[src/rtl/voice_allocator_pkg.sv]
// Shared types for the polyphony scheduler.
//   note_status_t  : MIDI-style ON/OFF event status
//   note_change_t  : one note event (status + 7-bit note number)
//   voice_index_t  : voice index for the default voice count
package voice_allocator_pkg;

  localparam int NUM_VOICES_DEFAULT = 8;
  localparam int NOTE_WIDTH         = 7;

  typedef enum logic {
    NOTE_OFF = 1'b0,
    NOTE_ON  = 1'b1
  } note_status_t;

  typedef struct packed {
    note_status_t            status;
    logic [NOTE_WIDTH-1:0]   note_number;
  } note_change_t;

  typedef logic [$clog2(NUM_VOICES_DEFAULT)-1:0] voice_index_t;

endpackage

[src/rtl/voice_allocator_select.sv]
// Combinational voice search for the allocator.
//   active       : per-voice sounding flag
//   note_numbers : note held by each voice
//   ages         : per-voice age counters
//   query        : note number of the incoming event
//   match_hit/match_idx : an active voice already holds query (lowest index)
//   free_hit/free_idx   : lowest-index inactive voice
//   oldest_idx          : voice with maximum age, ties to the lowest index
module voice_select
  import voice_allocator_pkg::*;
#(
  parameter int NUM_VOICES = NUM_VOICES_DEFAULT,
  parameter int AGE_WIDTH  = 4,
  localparam int IDX_W     = $clog2(NUM_VOICES)
) (
  input  logic [NUM_VOICES-1:0] active,
  input  logic [NOTE_WIDTH-1:0] note_numbers [NUM_VOICES],
  input  logic [AGE_WIDTH-1:0]  ages [NUM_VOICES],
  input  logic [NOTE_WIDTH-1:0] query,
  output logic                  match_hit,
  output logic [IDX_W-1:0]      match_idx,
  output logic                  free_hit,
  output logic [IDX_W-1:0]      free_idx,
  output logic [IDX_W-1:0]      oldest_idx
);

  logic [AGE_WIDTH-1:0] best_age;

  // Scan from the top down so the lowest matching index is the one left standing.
  always_comb begin
    match_hit = 1'b0;
    match_idx = '0;
    free_hit  = 1'b0;
    free_idx  = '0;
    for (int i = NUM_VOICES - 1; i >= 0; i--) begin
      if (active[i] && (note_numbers[i] == query)) begin
        match_hit = 1'b1;
        match_idx = IDX_W'(i);
      end
      if (!active[i]) begin
        free_hit = 1'b1;
        free_idx = IDX_W'(i);
      end
    end
  end

  // Strict greater-than keeps the earlier (lower) index on equal ages.
  always_comb begin
    best_age   = ages[0];
    oldest_idx = '0;
    for (int i = 1; i < NUM_VOICES; i++) begin
      if (ages[i] > best_age) begin
        best_age   = ages[i];
        oldest_idx = IDX_W'(i);
      end
    end
  end

endmodule

[src/rtl/voice_allocator.sv]
// Polyphony scheduler: maps incoming note events onto NUM_VOICES pipelines.
//   clock_50_000_000 : system clock
//   reset_l          : asynchronous active-low reset
//   note/note_ready  : one note event per strobe
//   all_off          : panic, silences every sounding voice
//   voice_note       : registered per-voice note state (held between strobes)
//   voice_ready      : one-cycle per-voice strobe
//   active_mask      : voices currently holding a sounding note
//   stolen           : one-cycle pulse when an ON evicted a sounding voice
module voice_allocator
  import voice_allocator_pkg::*;
#(
  parameter int NUM_VOICES = NUM_VOICES_DEFAULT,
  parameter int AGE_WIDTH  = 4
) (
  input  logic                  clock_50_000_000,
  input  logic                  reset_l,
  input  note_change_t          note,
  input  logic                  note_ready,
  input  logic                  all_off,
  output note_change_t          voice_note [NUM_VOICES],
  output logic [NUM_VOICES-1:0] voice_ready,
  output logic [NUM_VOICES-1:0] active_mask,
  output logic                  stolen
);

  localparam int IDX_W = $clog2(NUM_VOICES);
  localparam logic [AGE_WIDTH-1:0] AGE_MAX = '1;

  logic [AGE_WIDTH-1:0]  ages        [NUM_VOICES];
  logic [AGE_WIDTH-1:0]  ages_n      [NUM_VOICES];
  logic [NOTE_WIDTH-1:0] note_numbers[NUM_VOICES];
  note_change_t          voice_note_n[NUM_VOICES];
  logic [NUM_VOICES-1:0] voice_ready_n;
  logic [NUM_VOICES-1:0] active_n;
  logic                  stolen_n;

  logic                  match_hit;
  logic                  free_hit;
  logic [IDX_W-1:0]      match_idx;
  logic [IDX_W-1:0]      free_idx;
  logic [IDX_W-1:0]      oldest_idx;
  logic [IDX_W-1:0]      target;

  // The registered voice_note already records the note each voice holds.
  always_comb begin
    for (int i = 0; i < NUM_VOICES; i++) begin
      note_numbers[i] = voice_note[i].note_number;
    end
  end

  voice_select #(
    .NUM_VOICES (NUM_VOICES),
    .AGE_WIDTH  (AGE_WIDTH)
  ) u_select (
    .active       (active_mask),
    .note_numbers (note_numbers),
    .ages         (ages),
    .query        (note.note_number),
    .match_hit    (match_hit),
    .match_idx    (match_idx),
    .free_hit     (free_hit),
    .free_idx     (free_idx),
    .oldest_idx   (oldest_idx)
  );

  // Next-state for the voice table. all_off wins over a coincident event;
  // ON picks retrigger, then free, then steal; unmatched OFF is ignored.
  always_comb begin
    active_n      = active_mask;
    ages_n        = ages;
    voice_note_n  = voice_note;
    voice_ready_n = '0;
    stolen_n      = 1'b0;
    target        = '0;

    if (all_off) begin
      for (int i = 0; i < NUM_VOICES; i++) begin
        if (active_mask[i]) begin
          active_n[i]      = 1'b0;
          ages_n[i]        = '0;
          voice_ready_n[i] = 1'b1;
          voice_note_n[i]  = '{status: NOTE_OFF, note_number: voice_note[i].note_number};
        end
      end
    end else if (note_ready) begin
      if (note.status == NOTE_ON) begin
        if (match_hit) begin
          target = match_idx;
        end else if (free_hit) begin
          target = free_idx;
        end else begin
          target   = oldest_idx;
          stolen_n = 1'b1;
        end
        for (int i = 0; i < NUM_VOICES; i++) begin
          if (active_mask[i] && (IDX_W'(i) != target) && (ages[i] != AGE_MAX)) begin
            ages_n[i] = ages[i] + 1'b1;
          end
        end
        active_n[target]      = 1'b1;
        ages_n[target]        = '0;
        voice_ready_n[target] = 1'b1;
        voice_note_n[target]  = '{status: NOTE_ON, note_number: note.note_number};
      end else if (match_hit) begin
        active_n[match_idx]      = 1'b0;
        voice_ready_n[match_idx] = 1'b1;
        voice_note_n[match_idx]  = '{status: NOTE_OFF, note_number: note.note_number};
      end
    end
  end

  // Table and output registers; reset drops everything without OFF strobes.
  always_ff @(posedge clock_50_000_000 or negedge reset_l) begin
    if (!reset_l) begin
      for (int i = 0; i < NUM_VOICES; i++) begin
        voice_note[i] <= '{status: NOTE_OFF, note_number: '0};
        ages[i]       <= '0;
      end
      voice_ready <= '0;
      active_mask <= '0;
      stolen      <= 1'b0;
    end else begin
      for (int i = 0; i < NUM_VOICES; i++) begin
        voice_note[i] <= voice_note_n[i];
        ages[i]       <= ages_n[i];
      end
      voice_ready <= voice_ready_n;
      active_mask <= active_n;
      stolen      <= stolen_n;
    end
  end

endmodule

[config.mk]
export PLATFORM = sky130hd
export DESIGN_NAME = voice_allocator
export DESIGN_NICKNAME = d
export VERILOG_FILES = /design/src/rtl/voice_allocator_pkg.sv /design/src/rtl/voice_allocator_select.sv /design/src/rtl/voice_allocator.sv
export SDC_FILE = /design/constraint.sdc
export NUM_CORES = 1
export LEC_CHECK = 0
export CORE_MARGIN = 2
export CORE_UTILIZATION = 62
export CTS_BUF_LIST = sky130_fd_sc_hd__clkbuf_4 sky130_fd_sc_hd__clkbuf_8 sky130_fd_sc_hd__clkbuf_16
export DETAILED_ROUTE_END_ITERATION = 6
export GPL_ROUTABILITY_DRIVEN = 0
export PLACE_DENSITY = 0.94
export SLEW_MARGIN = 40
export SYNTH_ARGS = -nofsm -noshare
export SYNTH_HDL_FRONTEND = slang
export SYNTH_SLANG_ARGS = --single-unit
[constraint.sdc]
create_clock -name clock_50_000_000 -period 35.3 [get_ports clock_50_000_000]
set_input_delay 7.06 -clock clock_50_000_000 [delete_from_list [all_inputs] [get_ports clock_50_000_000]]
set_output_delay 7.06 -clock clock_50_000_000 [all_outputs]
set_load 0.005 [all_outputs]
# Word level (Yosys, flattened, before mapping)
# Index checks and enable logic that the tools add are counted.
# word_totals
inputBits,12
word_cells,278
regBits,113
# op_classes
n_reduce_logical,51
n_bitwise,8
muxes,138
add_sub_neg,8
eq_ne,31
n_lt_le_gt_ge,15
# ops
cell,n
64-bit 2-to-1 mux,4
4-bit 2-to-1 mux,47
8-bit 2-to-1 mux,18
64-bit bitwise mux,2
32-bit 2-to-1 mux,3
3-bit 2-to-1 mux,25
7-bit equality test,8
3-bit AND reduction,17
8-bit demux with 3-bit select,2
"4-bit by 1-bit adder with 4-bit output, second input constant",8
32-bit bitwise AND,1
1-bit 2-to-1 mux,32
"4-bit inequality test, second input constant",8
32-bit inverter,1
4-bit > comparator,7
1-bit logical AND,28
"2-bit by 1-bit inequality test with 1-bit output, second input constant",8
4-bit demux with 3-bit select,1
"3-bit inequality test, first input constant",4
8-bit bitwise AND,1
"4-bit greater-or-equal comparator, second input constant",2
"3-bit by 4-bit < comparator with 1-bit output, second input constant",2
"4-bit by 1-bit < comparator with 1-bit output, second input constant",2
3-bit inverter with 4-bit output,2
11 further kinds,18

# Longest topological paths before layout
# Gate-level depths: netlist of the first run.
# logic_depth
word_depth,30
mapped_depth,70

# Hierarchy
# A second synthesis of the first run with hierarchy kept.
# hier_totals
hier_cells,798
area_unflattened_um2,7637.3
# by_module_without_submodules
mod,seq_area_each_um2,cells_per_inst,area_each_um2,n_inst
voice_allocator,2827.7,471,5327.6,1
voice_select,0.0,327,2309.7,1

# Worst setup path after synthesis of the first run
# Ideal clock, no wire load.
# synth_timing
path_type,reg2reg
start,reg ages[29] (netlist name)
end,reg voice_note[24] (netlist name)
synth_period_minus_slack_ns,11.558
required_ns,35.179
arrival_ns,11.437
path_stages_with_launch,64
setup_ns,0.121
slack_ns,23.742
path_cell_list,dfrtp_1 -> inv_1 -> ha_1 -> nor2b_4 -> o211ai_2 -> a21oi_1 -> nor2_1 -> a21oi_1 -> ha_1 -> nand2_1 -> or3_1 -> o32ai_1 -> nor3_1 -> nand2_1 -> o21ai_0 -> nor2_1 -> a21oi_1 -> inv_1 -> [28 not listed] -> clkbuf_1 -> mux2_2 -> ha_1 -> nor2b_1 -> o21ai_0 -> nand2b_1 -> a21oi_1 -> a41oi_1 -> or2_2 -> nor2_1 -> a211oi_1 -> nor2_1 -> and2_1 -> a21boi_0 -> a21oi_1 -> o31ai_4 -> nand2_1 -> a22o_1
# synth_via
elab_chain_len,28
word_cells_on_any_way,35
classes_between,9 x order compare; 24 x mux; 1 x bitwise; 1 x reduce/logical
# synth_rtl
item,line_no,rtl
"start, declared",voice_allocator.sv:30,logic [AGE_WIDTH-1:0] ages [NUM_VOICES];
"start signal, assigned by index",voice_allocator.sv:126,ages[i] <= ages_n[i];
4-bit > comparator,voice_allocator_select.sv:52,if (ages[i] > best_age) begin
4-bit 2-to-1 mux,voice_allocator_select.sv:52,
4-bit > comparator,voice_allocator_select.sv:52,
4-bit 2-to-1 mux,voice_allocator_select.sv:52,
4-bit > comparator,voice_allocator_select.sv:52,
4-bit 2-to-1 mux,voice_allocator_select.sv:52,
4-bit > comparator,voice_allocator_select.sv:52,
4-bit 2-to-1 mux,voice_allocator_select.sv:52,
[12 not listed],n/a,
4-bit greater-or-equal comparator (not written as such) / 4-bit by 1-bit < comparator with 1-bit output (equally long branches),voice_allocator.sv:104,"voice_note_n[target] = '{status: NOTE_ON, note_number: note.note_number};"
1-bit logical AND (not written as such),voice_allocator.sv:104,
8-bit 2-to-1 mux (not written as such),voice_allocator.sv:104,
8-bit demux with 3-bit select *,voice_allocator.sv:104,
64-bit bitwise mux *,voice_allocator.sv:104,
64-bit 2-to-1 mux *,voice_allocator.sv:87,if (note.status == NOTE_ON) begin
64-bit 2-to-1 mux *,voice_allocator.sv:86,end else if (note_ready) begin
64-bit 2-to-1 mux *,voice_allocator.sv:77,if (all_off) begin
"end signal, assigned by index",voice_allocator.sv:117,"voice_note[i] <= '{status: NOTE_OFF, note_number: '0};"
"end signal, assigned by index",voice_allocator.sv:125,voice_note[i] <= voice_note_n[i];
"end, declared",voice_allocator.sv:21,"output note_change_t voice_note [NUM_VOICES],"
# Every way passes the cells marked *; elsewhere a longest branch is shown, timed or not. The select of a mux whose other input is x is not followed.
# A chain may end at the register's enable or synchronous reset.

# Final worst setup path of the first run
# layout_timing
start,reg ages[29] (netlist name)
end,reg voice_note[30] (netlist name)
# Same word-level chain as after synthesis.

==> run metrics, run 1 <==
Synth top cells by count 113 x dfrtp_1, 104 x nand2_1, 68 x xnor2_1, 61 x o21ai_0, 55 x nor2_1; Top-Level Pins 93; status finished, violations left; Wirelength per Cell roughly 24 um; Distinct cells, synth 75; CP Launch Point ages[29]$_DFFE_PN0P_; vias in the first global route 8024; NumNets Final 1007; Initial Util 62.92%; H-tree Lvls 4; RSZ-0062 raised after global routing no; synth-to-layout area growth 20.91%; slowest cell delay on critical path 590 ps; cts hold-fix bufs 0; DRC viols 13; top_reg_cell synth dfrtp_1; Syn. warnings 0; biggest area consumer among synthesized cells dfrtp_1; worst vdd ir just over 40 uV; Worst R2R Path Depth 64; ANT nets after route 0; Final HPWL DP 16900 um; first-pass GRT wire length 42260 um; Root Buffer clkbuf_16; switching share of total power 34.19%; mean cell area of the mapped netlist 8.803 um^2; cell count along the critical path 64; area of the mapped netlist 7844 um^2; FF+latch count, synth approximately 110; final hold vios 0; Internal Power 0.0003222 W; FP Rows 41; Leak a little over 4 nW; drt via density 7.270; Setup Fix Bufs, Post-CTS 0; drt total wl 27220 um; initial DRC count 1314; layout cell share with drive strength beyond 1 9.184%; CTS buffer count 17; Worst path top cell family by delay compound AO/OA/AOI/OAI gates; largest net degree at the start of global routing between 80 and 90; Area contributors post-synth dfrtp_1 36%, xnor2_1 7.6%, nand2_1 5.0%; Power, Total 0.0004896 W; Placeable Area about 12000 um^2; Synth Net Count 931; Slew headroom 47.88%; Gate Count Post-Synth 891; Combinational Power Share 32.6%; Clock Power Share 36.7%; crit end category flip-flop; failing checks design-rule violations; power share of the sequential group 30.7%; fmax 73.33 MHz; die height 116.5 um; CP Launch Type flip-flop; most common cell in the synthesized netlist dfrtp_1; Antenna Cells 0; Vias 8375; Die Area 13570 um^2; Port Buffer Count 92; Die W 116.5 um; Max Buffers Root-to-Sink 2; total track usage 40.34%; R2R setup slack 21660 ps; Worst Path Arrival 13950 ps; CP max FO 10; Post-synth ARST share 100.0%; Psw 0.0001674 W; Pins Over Slew Limit 0; Post-synth EDFFs 0; antenna violations before repair 0; crit path capture voice_note[30]$_DFFE_PN0P_; post-synth top area share 36.05%; Register Area 2828 um^2; CP dominant cell by count a21oi_1; pwr/cell area 51.63 nW/um^2; router iterations before antenna repair 7; Seq/Total Area, Yosys 36.05%; Fill cells 697; CP Data Required Time between 30000 and 40000 ps; Fin Clk Skew 11.30 ps; CP max stage cell nor3_1; Setup Viol. Count Final 0; worst reg2reg path endpoint voice_note[30]$_DFFE_PN0P_; total gr overflow 0; CTS sink count 113; fin crit period 13640 ps; Worst-Skew Late Latency 440 ps; critical path class reg2reg; FF-to-FF Start ages[29]$_DFFE_PN0P_; Resized cells post-CTS 0; Max Cap Viol 0; Sum Neg Setup Slack 0 ps; area of the multi-input gates 4743 um^2; WP buf/inv 3; worst hold path class reg2reg; TritonCTS clock tree yes; clock-pin slew on the worst setup and hold paths 50 ps; worst slew pin tran between 700 and 800 ps; period utilization 38.63%
## layer usage
layer | part of all wire, % | up-vias | wire, um | global-route usage (%)
met4 | 7.4 | 0 | 2013 | 23.89
li1 | - | 3448 | - | -
met5 | 0 | - | 0 | 0
met3 | 13 | 243 | 3536 | 11.21
met1 | 34 | 3843 | 9334 | 49.92
met2 | 45 | 841 | 12330 | 63.37
## through the flow
step / worst slack, ps / util (%) / instances / hold slack, ps / cell area, um^2
CTS: 22090 / 75.98 / 1152 / 541.1 / 9472
global placement: 22700 / 71.06 / 1120 / 469.8 / 8859
floorplan: 23740 / - / 891 / 473.3 / 7844
finish: 21660 / 76.08 / 1152 / 542.6 / 9484
detailed placement: 22100 / 71.09 / 1120 / 469.1 / 8862
global route: 20410 / 76.08 / 1152 / 568.3 / 9484
## cell usage in the layout, fill, tap and decap left out, drive strengths merged, types with 17 or more instances in the layout
| cell | n |
|---|---|
| a22o | 31 |
| and3 | 17 |
| nor2 | 55 |
| dfrtp | 113 |
| nand4 | 24 |
| clkbuf | 23 |
| nor2b | 20 |
| nand3 | 31 |
| clkdlybuf4s50 | 90 |
| xnor2 | 68 |
| inv | 33 |
| o21ai | 68 |
| ha | 28 |
| nand2 | 104 |
| a21oi | 37 |
| o211ai | 39 |
## cell type report
cell class | instances | area share, %
Clock buffer | 22 | 5.013
Sequential cell | 113 | 29.82
Clock inverter | 10 | 1.412
Multi-Input combinational cell | 704 | 50.01
Timing Repair Buffer | 98 | 10.17
Tap cell | 172 | 2.269
Inverter | 33 | 1.306
## power by group through the flow
stage          sequential, W  clock (W)  combinational (W)
6_report            0.000150   0.000180           0.000159
5_1_grt             0.000151   0.000184           0.000173
4_1_cts             0.000149   0.000177           0.000154
3_5_place_dp        0.000151          0           0.000151
3_3_place_gp        0.000150          0           0.000145
2_1_floorplan       0.000148          0           0.000110
## worst register-to-register path, delay by kind of cell (launching register included)
kind                     cells  cell delay, ps
flip-flops                   1             450
AND/OR/NAND/NOR             20            3510
adder cells (fa/ha/maj)      7            2290
multiplexers                 3             880
AO/OA/AOI/OAI               31            6140
buffers and inverters        3             270
## sequential cells by signal, summed over array words and instances, names as in the netlist
| signal | cells |
|---|---|
| voice_note | 64 |
| voice_ready | 8 |
| active_mask | 8 |
| stolen | 1 |
| ages | 32 |
## logic make-up after synthesis
kind of cell	Yosys count	synth area share, %
and+or+nand+nor	304	18.92
muxes	25	3.541
AOI/OAI and AO/OA	278	25.62
adders and majority gates	28	4.466
DFF	113	36.05
xor gates and xnor gates	69	7.705
buffers and inverters	74	3.701
## worst min path at each step
stage          slack (ps)                       start                         end  depth (start not counted)
6_report              540  voice_note[63]$_DFFE_PN0P_  voice_note[63]$_DFFE_PN0P_                          2
5_1_grt               570  voice_note[23]$_DFFE_PN0P_  voice_note[23]$_DFFE_PN0P_                          2
4_1_cts               540  voice_note[63]$_DFFE_PN0P_  voice_note[63]$_DFFE_PN0P_                          2
3_5_place_dp          470  voice_note[63]$_DFFE_PN0P_  voice_note[63]$_DFFE_PN0P_                          2
3_3_place_gp          470  voice_note[63]$_DFFE_PN0P_  voice_note[63]$_DFFE_PN0P_                          2
2_1_floorplan         470  voice_note[63]$_DFFE_PN0P_  voice_note[63]$_DFFE_PN0P_                          2
Power figures use the tool's default switching activity.
==> inputs of run 2 (changes only) <==
- CORE_UTILIZATION: 62 -> 52
- PLACE_DENSITY: 0.94 -> 0.85
- clock period: 35.3 -> 11.2 ns (I/O delays scaled with it)
==> run 2 against run 1 <==
Net effect:
- the run ends with negative setup slack left
- critical path depth decreased by 4
- highest routed layer unchanged
- final cell count is 7.2% higher
- clock skew is 5.8 ps lower
- first-iteration DRC count down 8.1%
- core utilization fell by 4.1 points
- fmax rose by 21%
- via count grew 0.64%
- power grew to 3.6 times the previous value
==> run metrics, run 2 (synthesis results as in run 1) <==
status finished, violations left; failing checks negative setup slack; Port Buffer Count 92; die height ~130 um; Worst Path Arrival around 12000 ps; worst slew pin tran 875.9 ps; Final HPWL DP 16960 um; Antenna Cells 0; WP buf/inv 4; setup ws final -31.90 ps; H-tree Lvls 4; Fin Clk Skew between 5 and 6 ps; FP Rows 44; Setup Slack @ Placement -351.7 ps; Die W 126.8 um; pwr/cell area 168.9 nW/um^2; synth-to-layout area growth 34.36%; Max Cap Viol 0; CTS buffer count 17; antenna violations before repair 0; Power, Total 0.001780 W; Slew headroom 41.42%; Placeable Area 14640 um^2; CTS sink count 113; ANT nets after route 0; final hold vios 0; Pins Over Slew Limit 0; biggest regs voice_note (64), ages (32); clock-pin slew on the worst setup and hold paths approximately 60 ps; fin crit period 11230 ps; drt total wl 26890 um; Wirelength per Cell 21.77 um; crit end category flip-flop; Top-Level Pins between 90 and 100; CP dominant cell by count a21oi_2; initial DRC count 1208; critical path class reg2reg; M1 GR Usage 38.22%; DRC viols 0; CP max FO 7; area post-placement 9134 um^2; Vias 8429; CP Data Required Time 11510 ps; CP max stage cell or3_4; Initial Util 53.56%; Worst-Skew Late Latency 430 ps; slowest cell delay on critical path 430 ps; worst vdd ir 112.9 uV; NumNets Final 1078; commonest non-fill, non-tap cell in the layout dfrtp_1; total gr overflow 0; vias in the first global route 7806; router iterations before antenna repair 6; Worst path top cell family by delay compound AO/OA/AOI/OAI gates; Root Buffer clkbuf_16; cts hold-fix bufs 0; fmax about 89 MHz; Die Area 16080 um^2; Largest register FFs 64; Hold WS 477.6 ps; Most Crowded Layer GR met2; Finished Layout Cells ~1200; period utilization 100.3%; RSZ-0062 raised after global routing yes; CP Launch Type flip-flop; routing usage on met3 6.706%; worst hold path class reg2reg; most frequent cells in the layout 113 x dfrtp_1, 99 x nand2_1, 91 x clkdlybuf4s50_1, 73 x buf_4, 68 x xnor2_1; Max Buffers Root-to-Sink 2; Leak 4.439 nW; routing usage on met2 48.99%; drt via density 6.825; layout cell share with drive strength beyond 1 21.60%; largest net degree at the start of global routing 80; TritonCTS clock tree yes; Setup Viol. Count Final 9; first-pass GRT wire length 39420 um; Most flops, register voice_note; fin area roughly 11000 um^2; Cells after DPL about 1200; total track usage 30.37%
-- run 2: metrics by stage --
| step | util, % | setup TNS [ps] |
|---|---|---|
| final | 71.97 | -199.6 |
| after CTS | 67.14 | 0 |
| after global placement | 62.35 | 0 |
| after detailed placement | 62.37 | -15360 |
| after floorplan | - | 0 |
| after global routing | 71.97 | -44260 |
-- run 2: final timing paths --
| kind | startpoint | end | slack (ps) | cells past startpoint |
|---|---|---|---|---|
| min in group asynchronous | reset_l | voice_note[5]$_DFFE_PN0P_ | 1750 | 1 |
| min | voice_note[63]$_DFFE_PN0P_ | voice_note[63]$_DFFE_PN0P_ | 480 | 2 |
| max | ages[29]$_DFFE_PN0P_ | voice_note[20]$_DFFE_PN0P_ | -30 | 60 |
| max reg2reg | ages[29]$_DFFE_PN0P_ | voice_note[20]$_DFFE_PN0P_ | -30 | 60 |
| max in group asynchronous | reset_l | ages[27]$_DFFE_PN0P_ | 8350 | 2 |
| min reg2reg | voice_note[63]$_DFFE_PN0P_ | voice_note[63]$_DFFE_PN0P_ | 480 | 2 |
-- run 2: area by class of cell --
cell class / instances / area, um^2
multi-input combinational: 704 / 5210
timing repair buffer: 169 / 1533
fill: 912 / 4105
inverter: 33 / 123.9
clock buffer: 17 / 425.4
tap: 184 / 230.2
clock inverter: 15 / 188.9
sequential: 113 / 2828
-- run 2: worst register-to-register path: cells and delay by family, from the launching register on --
| family | cells | cell delay (ps) |
|---|---|---|
| adder cells (fa/ha/maj) | 7 | 1920 |
| AO/OA/AOI/OAI | 27 | 4150 |
| flip-flops | 1 | 380 |
| buffers and inverters | 4 | 450 |
| multiplexers | 5 | 1500 |
| AND/OR/NAND/NOR | 17 | 2730 |
-- run 2: timing repair --
| action | CTS | global route |
|---|---|---|
| setup endpoints to repair | 104 | 112 |
| setup buffers | 4 | 35 |
| pin swaps | 7 | 51 |
| gates cloned | 0 | 0 |
| gates resized for setup | 10 | 92 |
-- run 2: layer usage --
layer	vias to the layer above	share of wire [%]	wire (um)
met4	0	5.7	1528
met1	3981	37	10050
li1	3585	-	-
met3	169	11	2863
met2	694	46	12450
met5	-	0	0
-- run 2: report_power, final --
group	switching (W)	leakage (nW)	internal (W)	total, W
Combinational	0.000382	2.73	0.000367	0.000748
Sequential	0.0000345	1.43	0.000435	0.000470
Clock	0.000211	0.281	0.000351	0.000562
==> inputs of run 3 (changes only) <==
- ABC_AREA: not set -> 1
- CORE_MARGIN: 2 -> not set
- CORE_UTILIZATION: 52 -> 33
- PLACE_DENSITY: 0.85 -> 0.61
==> run 3 against run 2 <==
Net effect:
- first-iteration DRC count fell by 58%
- critical path depth is 3 higher
- synthesized area shrank 0.62%
- critical path type unchanged
- the run now ends clean
- die area rose by 51%
- sequential power decreased by 4%
- clock skew increased by 14 ps
==> run metrics, run 3 <==
mean cell area of the mapped netlist 7.073 um^2; Wirelength per Cell 15.77 um; worst hold path class reg2reg; post-synth top area share 36.28%; Post-synth EDFFs 0; Synth Area in Compound Gates 9.518%; most frequent cells in the layout 430 x nand2_1, 113 x dfrtp_1, 105 x inv_1, 94 x nand3_1, 91 x clkdlybuf4s50_1; ANT nets after route 0; largest net degree at the start of global routing 69; simple-gate share of the synthesized area slightly below 40%; Synth top cells by count 430 x nand2_1, 113 x dfrtp_1, 105 x inv_1, 94 x nand3_1, 59 x nor2_1; antenna violations before repair 0; Worst path top cell family by delay simple AND/OR/NAND/NOR gates; biggest regs voice_note (64), ages (32); Setup Viol. Count Final 0; total track usage around 21%; Worst R2R Path Depth 63; Area contributors post-synth dfrtp_1 36%, nand2_1 21%, nand3_1 6.0%; setup ws final 2537 ps; CP max stage cell dfrtp_1; NumNets Final ~1200; top_reg_cell synth dfrtp_1; Vias roughly 7600; status complete, no violations; Resized cells post-CTS 0; hold depth 2; CP dominant cell by count nand2_1; Initial Util 34.02%; drt via density 4.968; Antenna Cells 0; worst vdd ir around 120 uV; Post-synth ARST share 100.0%; Leak 4.957 nW; Die Area 24240 um^2; Worst-Skew Late Latency between 400 and 500 ps; Power, Total ~0.0016 W; router iterations before antenna repair 5; die height 155.7 um; CTS buffer count 17; vias in the first global route around 7200; Distinct cells, synth 51; drt total wl 23990 um; H-tree Lvls 4; Slew headroom 46.80%; most common cell in the synthesized netlist nand2_1; Gate Count Post-Synth 1102; CP max FO 11; fin area 9647 um^2; layout cell share with drive strength beyond 1 9.272%; cts hold-fix bufs 0; Final HPWL DP 17780 um; biggest area consumer among synthesized cells dfrtp_1; DRC viols 0; Setup Fix Bufs, Post-CTS 0; largest family of logic cells by synthesized area simple AND/OR/NAND/NOR gates; Fin Clk Skew 19.55 ps; Setup Slack @ Placement 2589 ps; Post-Synth Adder-Cell Area 4.494%; Seq/Total Area, Yosys 36.28%; XOR/XNOR share of the synthesized area around 3.6%; Most flops, register voice_note; CP Data Required Time ~12000 ps; Largest register FFs 64; FP Rows 55; first-pass GRT wire length roughly 39000 um; Syn. warnings 0; crit end category flip-flop; Placeable Area between 20000 and 25000 um^2; synth-to-layout area growth 23.76%; Root Buffer clkbuf_16; slowest cell delay on critical path roughly 450 ps; mux contribution to synthesized area less than 1%; Sum Neg Setup Slack 0 ps; fmax 115.4 MHz; Worst Path Arrival 8980 ps; RSZ-0062 raised after global routing no; Max Cap Viol 0; FF+latch count, synth 113; clock-pin slew on the worst setup and hold paths about 60 ps; area of the mapped netlist between 7000 and 8000 um^2; cell count along the critical path 63; TritonCTS clock tree yes; Max Buffers Root-to-Sink 2; WP buf/inv 3; Top-Level Pins 93; area post-placement 9046 um^2; fin crit period 8663 ps; Die W 155.7 um; total gr overflow 0; critical path class reg2reg; CTS sink count 113; Synth Net Count 1142; commonest non-fill, non-tap cell in the layout nand2_1; final hold vios 0; pwr/cell area 170.3 nW/um^2; Pins Over Slew Limit 0; CP Launch Type flip-flop; Port Buffer Count 92; worst slew pin tran 795.0 ps; period utilization 77.34%; initial DRC count 506
## run 3: changes by cell type in the layout (fill, tap and decap cells not counted), sizes merged, moves of 15 or more
| cell | previous run | this run |
|---|---|---|
| o21ai | 68 | 45 |
| nand2 | 104 | 466 |
| nor2b | 20 | 0 |
| nand3 | 31 | 98 |
| xor2 | 1 | 17 |
| buf | 78 | 4 |
| a22o | 31 | 0 |
| a31oi | 16 | 1 |
| inv | 33 | 119 |
| xnor2 | 68 | 15 |
| and3 | 17 | 0 |
| nor2 | 55 | 70 |
| o211ai | 39 | 6 |
| mux2 | 16 | 0 |
## run 3: path summary, 6_finish.rpt
kind	from	endpoint	slack, ps
hold reg to reg	voice_note[23]$_DFFE_PN0P_	voice_note[23]$_DFFE_PN0P_	480
hold / removal	voice_note[23]$_DFFE_PN0P_	voice_note[23]$_DFFE_PN0P_	480
min in group asynchronous	reset_l	voice_note[40]$_DFFE_PN0P_	1820
max in group asynchronous	reset_l	ages[17]$_DFFE_PN0P_	8300
setup / recovery	ages[30]$_DFFE_PN0P_	voice_note[46]$_DFFE_PN0P_	2540
setup reg to reg	ages[30]$_DFFE_PN0P_	voice_note[46]$_DFFE_PN0P_	2540
## run 3: per-layer routing
layer / global-route usage (%) / vias to the layer above / part of all wire (%) / wire length, um
met3: 4.278 / 32 / 5.5 / 1317
li1: - / 3770 / - / -
met2: 33.78 / 226 / 47 / 11350
met5: 0 / - / 0 / 0
met1: 26.73 / 3528 / 45 / 10810
met4: 7.843 / 0 / 2.1 / 510
## run 3: cell type report
type,count,area (um^2)
flip-flops and latches,113,2828
multi-input cells,855,4461
repair buffers,95,944.7
clock buffers,17,425.4
inverters,113,424.2
well taps,313,391.6
fillers,2340,13270
clock inverters,15,172.7
## run 3: kinds of logic after synthesis
group                    after synthesis
buffers and inverters                134
flip-flops                           113
XOR/XNOR                              32
AO/OA/AOI/OAI                        114
multiplexers                           1
AND/OR/NAND/NOR                      680
adder cells (fa/ha/maj)               28
## run 3: where the power goes
group / total, W / switching, W / internal, W
clock network: 0.000561 / 0.000227 / 0.000334
registers: 0.000452 / 0.0000245 / 0.000427
logic: 0.000629 / 0.000398 / 0.000231
## run 3: worst min-delay path, cell delays in order (launching register included)
cell,delay [ps]
dfrtp_1,350
nand2_1,60
nand2_1,40
## run 3: metrics by stage
stage / hold slack, ps / cells / util, %
after CTS: 486.6 / 1521 / 42.09
after global routing: 508.4 / 1521 / 42.10
after detailed placement: 471.3 / 1489 / 39.48
after floorplan: 465.4 / 1102 / -
after global placement: 469.8 / 1489 / 39.45
final: 483.2 / 1521 / 42.10
